--- config.mk ---
export PLATFORM = sky130hd
export DESIGN_NAME = pipe_hazard_unit_flat
export DESIGN_NICKNAME = d
export VERILOG_FILES = /design/src/rtl/pipe_hazard_unit_if.sv /design/src/rtl/pipe_hazard_unit.sv /design/src/flat_wrapper.sv
export SDC_FILE = /design/constraint.sdc
export NUM_CORES = 1
export LEC_CHECK = 0
export ABC_AREA = 1
export BUFFER_PORTS_ARGS = -buffer_cell sky130_fd_sc_hd__clkbuf_2
export CORE_UTILIZATION = 46
export CTS_BUF_LIST = sky130_fd_sc_hd__clkbuf_4
export CTS_CLUSTER_SIZE = 28
export DETAILED_ROUTE_END_ITERATION = 8
export GPL_ROUTABILITY_DRIVEN = 0
export PLACE_DENSITY = 0.77
export SLEW_MARGIN = 10
export SYNTH_ARGS = -nofsm -noshare
export SYNTH_HDL_FRONTEND = slang
export SYNTH_SLANG_ARGS = --single-unit
export TNS_END_PERCENT = 5
--- constraint.sdc ---
create_clock -name clock -period 3.63 [get_ports clock]
set_input_delay 0.5445 -clock clock [delete_from_list [all_inputs] [get_ports clock]]
set_output_delay 0.5445 -clock clock [all_outputs]
set_load 0.03 [all_outputs]
--- src/rtl/pipe_hazard_unit_if.sv ---
// ID-stage request and hazard-control response bundle for pipe_hazard_unit.
// The master side is the pipeline. The slave side is the hazard/forwarding controller.
interface pipe_hazard_unit_if #(
    parameter int AW    = 5,
    parameter int CNT_W = 16
);
    logic             id_valid;
    logic [AW-1:0]    id_rs1;
    logic [AW-1:0]    id_rs2;
    logic             id_use1;
    logic             id_use2;
    logic [AW-1:0]    id_rd;
    logic             id_regwrite;
    logic             id_memread;
    logic             id_branch;
    logic             br_taken;

    logic             stall;
    logic             flush_ifid;
    logic             flush_idex;
    logic [1:0]       fwd_a;
    logic [1:0]       fwd_b;
    logic [1:0]       idfwd_a;
    logic [1:0]       idfwd_b;
    logic [CNT_W-1:0] stall_cnt;
    logic [CNT_W-1:0] flush_cnt;

    modport master (
        output id_valid, id_rs1, id_rs2, id_use1, id_use2, id_rd,
               id_regwrite, id_memread, id_branch, br_taken,
        input  stall, flush_ifid, flush_idex, fwd_a, fwd_b,
               idfwd_a, idfwd_b, stall_cnt, flush_cnt
    );

    modport slave (
        input  id_valid, id_rs1, id_rs2, id_use1, id_use2, id_rd,
               id_regwrite, id_memread, id_branch, br_taken,
        output stall, flush_ifid, flush_idex, fwd_a, fwd_b,
               idfwd_a, idfwd_b, stall_cnt, flush_cnt
    );
endinterface

--- src/rtl/pipe_hazard_unit.sv ---
// Hazard detection and operand forwarding for a 5-stage RV32 pipeline.
// Shadows rd/write/load of EX, MEM and WB so that it can decide stalls, flushes and bypass selects.
module pipe_hazard_unit #(
    parameter int AW       = 5,
    parameter int CNT_W    = 16,
    parameter bit BR_IN_ID = 1'b1
) (
    input  logic              clock,
    input  logic              reset,
    pipe_hazard_unit_if.slave hz_if
);

    typedef struct packed {
        logic [AW-1:0] rd;
        logic          wr;
        logic          ld;
    } trk_t;

    typedef enum logic [1:0] {
        FWD_NONE  = 2'd0,
        FWD_EXMEM = 2'd1,
        FWD_WB    = 2'd2
    } fwd_sel_e;

    localparam trk_t BUBBLE = '0;

    trk_t             ex_q, ex_d, mem_q, mem_d, wb_q, wb_d;
    fwd_sel_e         fwd_a_q, fwd_a_d, fwd_b_q, fwd_b_d;
    logic [CNT_W-1:0] stall_cnt_q, stall_cnt_d, flush_cnt_q, flush_cnt_d;

    logic [AW-1:0]    op_rs  [2];
    logic             op_use [2];
    fwd_sel_e         idfwd  [2];
    fwd_sel_e         fwd_nxt[2];
    logic             hz, stall, flush_ifid, flush_idex, issue;

    // Register x0 is hard-wired, so a write to it never produces a value that can be consumed.
    function automatic logic match(input logic use_s, input logic [AW-1:0] rs, input trk_t t);
        return use_s && t.wr && (t.rd == rs) && (rs != '0);
    endfunction

    always_comb begin
        op_rs[0]  = hz_if.id_rs1;
        op_rs[1]  = hz_if.id_rs2;
        op_use[0] = hz_if.id_use1;
        op_use[1] = hz_if.id_use2;
    end

    // NOTE: every variable that is written in always_comb gets a default first, so that no path leaves it unassigned and infers a latch.
    always_comb begin
        hz = 1'b0;
        for (int s = 0; s < 2; s++) begin
            if (match(op_use[s], op_rs[s], ex_q) && ex_q.ld) begin
                hz = 1'b1;
            end
            if (BR_IN_ID && hz_if.id_branch &&
                (match(op_use[s], op_rs[s], ex_q) ||
                 (match(op_use[s], op_rs[s], mem_q) && mem_q.ld))) begin
                hz = 1'b1;
            end
        end
        hz = hz && hz_if.id_valid;
    end

    // A late (EX) redirect kills the wrong-path instruction, so it takes priority over that instruction's stall.
    always_comb begin
        stall      = 1'b0;
        flush_ifid = 1'b0;
        flush_idex = 1'b0;
        if (!reset) begin
            if (BR_IN_ID) begin
                stall      = hz;
                flush_ifid = hz_if.br_taken && !hz;
            end else begin
                stall      = hz && !hz_if.br_taken;
                flush_ifid = hz_if.br_taken;
                flush_idex = hz_if.br_taken;
            end
        end
    end

    // The WB bypass hides the stale value that the register file returns while it writes at the same edge.
    always_comb begin
        for (int s = 0; s < 2; s++) begin
            idfwd[s] = FWD_NONE;
            if (BR_IN_ID && hz_if.id_branch &&
                match(op_use[s], op_rs[s], mem_q) && !mem_q.ld) begin
                idfwd[s] = FWD_EXMEM;
            end else if (match(op_use[s], op_rs[s], wb_q)) begin
                idfwd[s] = FWD_WB;
            end
        end
    end

    always_comb begin
        issue = hz_if.id_valid && !stall && !flush_idex;

        wb_d  = mem_q;
        mem_d = ex_q;
        ex_d  = BUBBLE;
        if (issue) begin
            ex_d = '{rd: hz_if.id_rd, wr: hz_if.id_regwrite, ld: hz_if.id_memread};
        end

        // The youngest producer wins. A load still in EX cannot forward, and that case is already stalled.
        for (int s = 0; s < 2; s++) begin
            fwd_nxt[s] = FWD_NONE;
            if (issue && match(op_use[s], op_rs[s], ex_q) && !ex_q.ld) begin
                fwd_nxt[s] = FWD_EXMEM;
            end else if (issue && match(op_use[s], op_rs[s], mem_q)) begin
                fwd_nxt[s] = FWD_WB;
            end
        end
        fwd_a_d = fwd_nxt[0];
        fwd_b_d = fwd_nxt[1];

        stall_cnt_d = stall_cnt_q;
        if (stall && (stall_cnt_q != '1)) begin
            stall_cnt_d = stall_cnt_q + CNT_W'(1);
        end
        flush_cnt_d = flush_cnt_q;
        if (flush_ifid && (flush_cnt_q != '1)) begin
            flush_cnt_d = flush_cnt_q + CNT_W'(1);
        end
    end

    // NOTE: state is written with non-blocking assignments, so every flop samples the pre-edge values of its neighbours.
    always_ff @(posedge clock) begin
        if (reset) begin
            ex_q        <= BUBBLE;
            mem_q       <= BUBBLE;
            wb_q        <= BUBBLE;
            fwd_a_q     <= FWD_NONE;
            fwd_b_q     <= FWD_NONE;
            stall_cnt_q <= '0;
            flush_cnt_q <= '0;
        end else begin
            ex_q        <= ex_d;
            mem_q       <= mem_d;
            wb_q        <= wb_d;
            fwd_a_q     <= fwd_a_d;
            fwd_b_q     <= fwd_b_d;
            stall_cnt_q <= stall_cnt_d;
            flush_cnt_q <= flush_cnt_d;
        end
    end

    assign hz_if.stall      = stall;
    assign hz_if.flush_ifid = flush_ifid;
    assign hz_if.flush_idex = flush_idex;
    assign hz_if.fwd_a      = fwd_a_q;
    assign hz_if.fwd_b      = fwd_b_q;
    assign hz_if.idfwd_a    = idfwd[0];
    assign hz_if.idfwd_b    = idfwd[1];
    assign hz_if.stall_cnt  = stall_cnt_q;
    assign hz_if.flush_cnt  = flush_cnt_q;

endmodule

--- src/flat_wrapper.sv ---
// flat-port wrapper written by rule: the top's interface ports become plain ports
module pipe_hazard_unit_flat 
#(
    parameter int AW       = 5,
    parameter int CNT_W    = 16,
    parameter bit BR_IN_ID = 1'b1
)
  (clock, reset, hz_if_id_valid, hz_if_id_rs1, hz_if_id_rs2, hz_if_id_use1, hz_if_id_use2, hz_if_id_rd, hz_if_id_regwrite, hz_if_id_memread, hz_if_id_branch, hz_if_br_taken, hz_if_stall, hz_if_flush_ifid, hz_if_flush_idex, hz_if_fwd_a, hz_if_fwd_b, hz_if_idfwd_a, hz_if_idfwd_b, hz_if_stall_cnt, hz_if_flush_cnt);
  pipe_hazard_unit_if #(.AW(AW), .CNT_W(CNT_W)) hz_if_i ();
  input  logic clock;
  input  logic reset;
  input wire logic [$bits(hz_if_i.id_valid)-1:0] hz_if_id_valid;
  input wire logic [$bits(hz_if_i.id_rs1)-1:0] hz_if_id_rs1;
  input wire logic [$bits(hz_if_i.id_rs2)-1:0] hz_if_id_rs2;
  input wire logic [$bits(hz_if_i.id_use1)-1:0] hz_if_id_use1;
  input wire logic [$bits(hz_if_i.id_use2)-1:0] hz_if_id_use2;
  input wire logic [$bits(hz_if_i.id_rd)-1:0] hz_if_id_rd;
  input wire logic [$bits(hz_if_i.id_regwrite)-1:0] hz_if_id_regwrite;
  input wire logic [$bits(hz_if_i.id_memread)-1:0] hz_if_id_memread;
  input wire logic [$bits(hz_if_i.id_branch)-1:0] hz_if_id_branch;
  input wire logic [$bits(hz_if_i.br_taken)-1:0] hz_if_br_taken;
  output wire logic [$bits(hz_if_i.stall)-1:0] hz_if_stall;
  output wire logic [$bits(hz_if_i.flush_ifid)-1:0] hz_if_flush_ifid;
  output wire logic [$bits(hz_if_i.flush_idex)-1:0] hz_if_flush_idex;
  output wire logic [$bits(hz_if_i.fwd_a)-1:0] hz_if_fwd_a;
  output wire logic [$bits(hz_if_i.fwd_b)-1:0] hz_if_fwd_b;
  output wire logic [$bits(hz_if_i.idfwd_a)-1:0] hz_if_idfwd_a;
  output wire logic [$bits(hz_if_i.idfwd_b)-1:0] hz_if_idfwd_b;
  output wire logic [$bits(hz_if_i.stall_cnt)-1:0] hz_if_stall_cnt;
  output wire logic [$bits(hz_if_i.flush_cnt)-1:0] hz_if_flush_cnt;
  assign hz_if_i.id_valid = hz_if_id_valid;
  assign hz_if_i.id_rs1 = hz_if_id_rs1;
  assign hz_if_i.id_rs2 = hz_if_id_rs2;
  assign hz_if_i.id_use1 = hz_if_id_use1;
  assign hz_if_i.id_use2 = hz_if_id_use2;
  assign hz_if_i.id_rd = hz_if_id_rd;
  assign hz_if_i.id_regwrite = hz_if_id_regwrite;
  assign hz_if_i.id_memread = hz_if_id_memread;
  assign hz_if_i.id_branch = hz_if_id_branch;
  assign hz_if_i.br_taken = hz_if_br_taken;
  assign hz_if_stall = hz_if_i.stall;
  assign hz_if_flush_ifid = hz_if_i.flush_ifid;
  assign hz_if_flush_idex = hz_if_i.flush_idex;
  assign hz_if_fwd_a = hz_if_i.fwd_a;
  assign hz_if_fwd_b = hz_if_i.fwd_b;
  assign hz_if_idfwd_a = hz_if_i.idfwd_a;
  assign hz_if_idfwd_b = hz_if_i.idfwd_b;
  assign hz_if_stall_cnt = hz_if_i.stall_cnt;
  assign hz_if_flush_cnt = hz_if_i.flush_cnt;
  pipe_hazard_unit #(.AW(AW), .CNT_W(CNT_W), .BR_IN_ID(BR_IN_ID)) u_core (.clock(clock), .reset(reset), .hz_if(hz_if_i));
endmodule
==> impl_metrics.ini <==
[synthesis]
synth_area_per_cell_sq_um = 6.740
synthesis.nets = 515
synthFlopType = dfxtp_1
ys_seq_area_share_pct = 34.02
syn-cell-area_sq_um = 3296
ys_warn_count = 0
ys_types = 39
yosys_register_bits = 56
syn_inst = 489
synth_edf_count = 0
async_flop_share_pct = 0

[place]
place_ws_ns = 0.9784
placed_cell_area_sq_um = 3670
numPortBuffers = 65
hpwl_um = 5862

[critical_path]
r2r_slack_ns = 1.27
end_kind = primary output
crit_chain = clkbuf_2 > inv_1 > nand3_1 > nor2_1 > nor2_1 > nand2_1 > nand2_2 > nand2_2 > nand2_4 > nand2_4 > inv_1 > nor3_1 > clkbuf_2
crit_type = in2out
cp_num_buf_inv = 4
worstPathRequired_ns = 3.09
critPathArrivalTime_ns = 2.11
critPathMaxFanout = 17
critical-path-top-delay-family = simple AND/OR/NAND/NOR gates
slowest_delay_ns = 0.23
critPathLaunchType = primary input
critPathSlowestCell = clkbuf_2

[timing]
fmax_ghz = 0.3771
finalSetupViolCount = 0
hold_viol = 0
hold_ws_ns = 0.3450
post-route-min-period_ns = 2.652
finalClockSkew_ns = 0.007466
relSlewSlack_pct = 28.29
tns_ns = 0
maxSlewViolCount = 0
worst_pin_slew_ns = 1.072
rsz0062_at_grt = false
fin_crit_sh_pct = 73.05
timing.final.ws_setup_ns = 0.9784

[power]
p_per_area_nw_per_um2 = 267.6
irDropWorstVdd_uv = 123.4
leakagePower_nw = 1.668

[layout]
diodes = 0
final_nets = 576
syn2layout_area_growth_pct = 12.87
layout-drive-gt1-share_pct = 20.55
final_area_sq_um = 3720
final_common_cell = nand2_1
final_util_pct = 54.15
mostFrequentLayoutCells = nand2_1, nor2_1, clkbuf_2, inv_1, dfxtp_1

[global_routing]
grt_max_degree = 27
globalRouteOverflowTotal = 0
grt_use_met1_pct = 27.14
use_met3_pct = 3.524
grt_pass1_vias = 2855
antenna_found_initial = 0
use_met2_pct = 35.35
grt_pass1_wl_um = 12540
grt_usage_pct = 21.02
grt_busiest_layer = met2

[detailed_routing]
drt-total-wl_um = 7710
vias = 3253
drc = 0
wl_per_cell_um = 11.93
drt-initial-drc-count = 185
viasPerCell = 5.036
ant_nets = 0
first_pass_iters = 5

[floorplan]
core-area_sq_um = 6869
die_area_sq_um = 7507
die_w_um = 86.65
rows = 30
start_util_pct = 47.98
die_h_um = 86.65
ios = 67

[clock_tree]
cts-root-buf = clkbuf_4
cts_hold_buf = 0
clk_pin_slew_ns = 0.15
tritoncts = done
htreeDepth = 2
worstSkewPairLatency_ns = 0.37
cts.sinks = 56
cts_buffers = 5
clk_path_buf_depth = 2
post_cts_buffers = 0
post_cts_resized = 0

[run]
maxCapViolCount = 0

[min_path]
min_path_type = in2reg

[run_status]
status = finished, final reports clean
[area by class of cell]
cell class | instances | area (sq um)
well taps | 96 | 120.1
inverters | 70 | 262.8
fillers | 660 | 3149
multi-input cells | 351 | 1833
clock inverters | 1 | 5.005
clock buffers | 6 | 45.04
flip-flops and latches | 56 | 1121
repair buffers | 66 | 332.8
[flip-flops by register name, summed over array words and instances (netlist names)]
register                cells
u_core.hz_if.flush_cnt     16
u_core.wb_q                 6
u_core.hz_if.fwd_b          2
u_core.ex_q                 7
u_core.hz_if.stall_cnt     16
u_core.mem_q                7
u_core.hz_if.fwd_a          2
[layer usage]
layer	wire length (um)	up-vias
met3	453	9
met1	3627	1478
li1	-	1665
met2	3537	101
met5	0	-
met4	92	0
[path summary, 6_finish.rpt]
check / from / cells after the start / to
setup / recovery: hz_if_id_rs1[4] / 13 / hz_if_flush_ifid
hold / removal: hz_if_id_rd[0] / 3 / u_core.ex_q[2]
setup reg to reg: u_core.hz_if.flush_cnt[0] / 10 / u_core.hz_if.flush_cnt[1]
hold reg to reg: u_core.mem_q[1] / 2 / u_core.wb_q[1]
[kinds of logic after synthesis]
group | Yosys count | synth area share, %
simple gates | 276 | 39.14
buf+inv | 82 | 10.36
flops | 56 | 34.02
compound gates | 45 | 8.429
xor+xnor | 27 | 7.175
fa+ha+maj | 2 | 0.7592
other cells | 1 | 0.1138
[worst reg2reg max path, delay by kind of cell, from the launching register on]
| family | cells | cell delay (ns) |
|---|---|---|
| flops | 1 | 0.46 |
| simple gates | 9 | 1.52 |
| fa+ha+maj | 1 | 0.30 |
[stage by stage]
| step | std cells | total power, W |
|---|---|---|
| floorplan | 489 | 0.0007076 |
| global placement | 639 | 0.0007401 |
| detailed placement | 639 | 0.0007414 |
| CTS | 646 | 0.001008 |
| global route | 646 | 0.001037 |
| finish | 646 | 0.0009956 |
[cell usage after synthesis (3+ instances only)]
master    number  area (sq um)
o21ai_0        8         40.04
clkbuf_1       6         22.52
nand4_1       17         106.4
nand2_2       12         75.07
nor2_1        66         247.7
nor3_4         3         48.80
nor4_1         4         25.02
xnor2_1        5         43.79
inv_1         64         240.2
nor3_1        11         55.05
nand3_1       25         125.1
nand2_1      125         469.2
xor2_1        22         192.7
inv_2          5         18.77
dfxtp_1       56          1121
a21oi_1       20         100.1
a21oi_2        9         78.83
[where the power goes]
part	total (W)	internal, W	switching, W
Sequential	0.000631	0.000623	0.00000783
Combinational	0.0000983	0.0000319	0.0000664
Clock	0.000266	0.0000795	0.000187
Power figures use the tool's default switching activity.
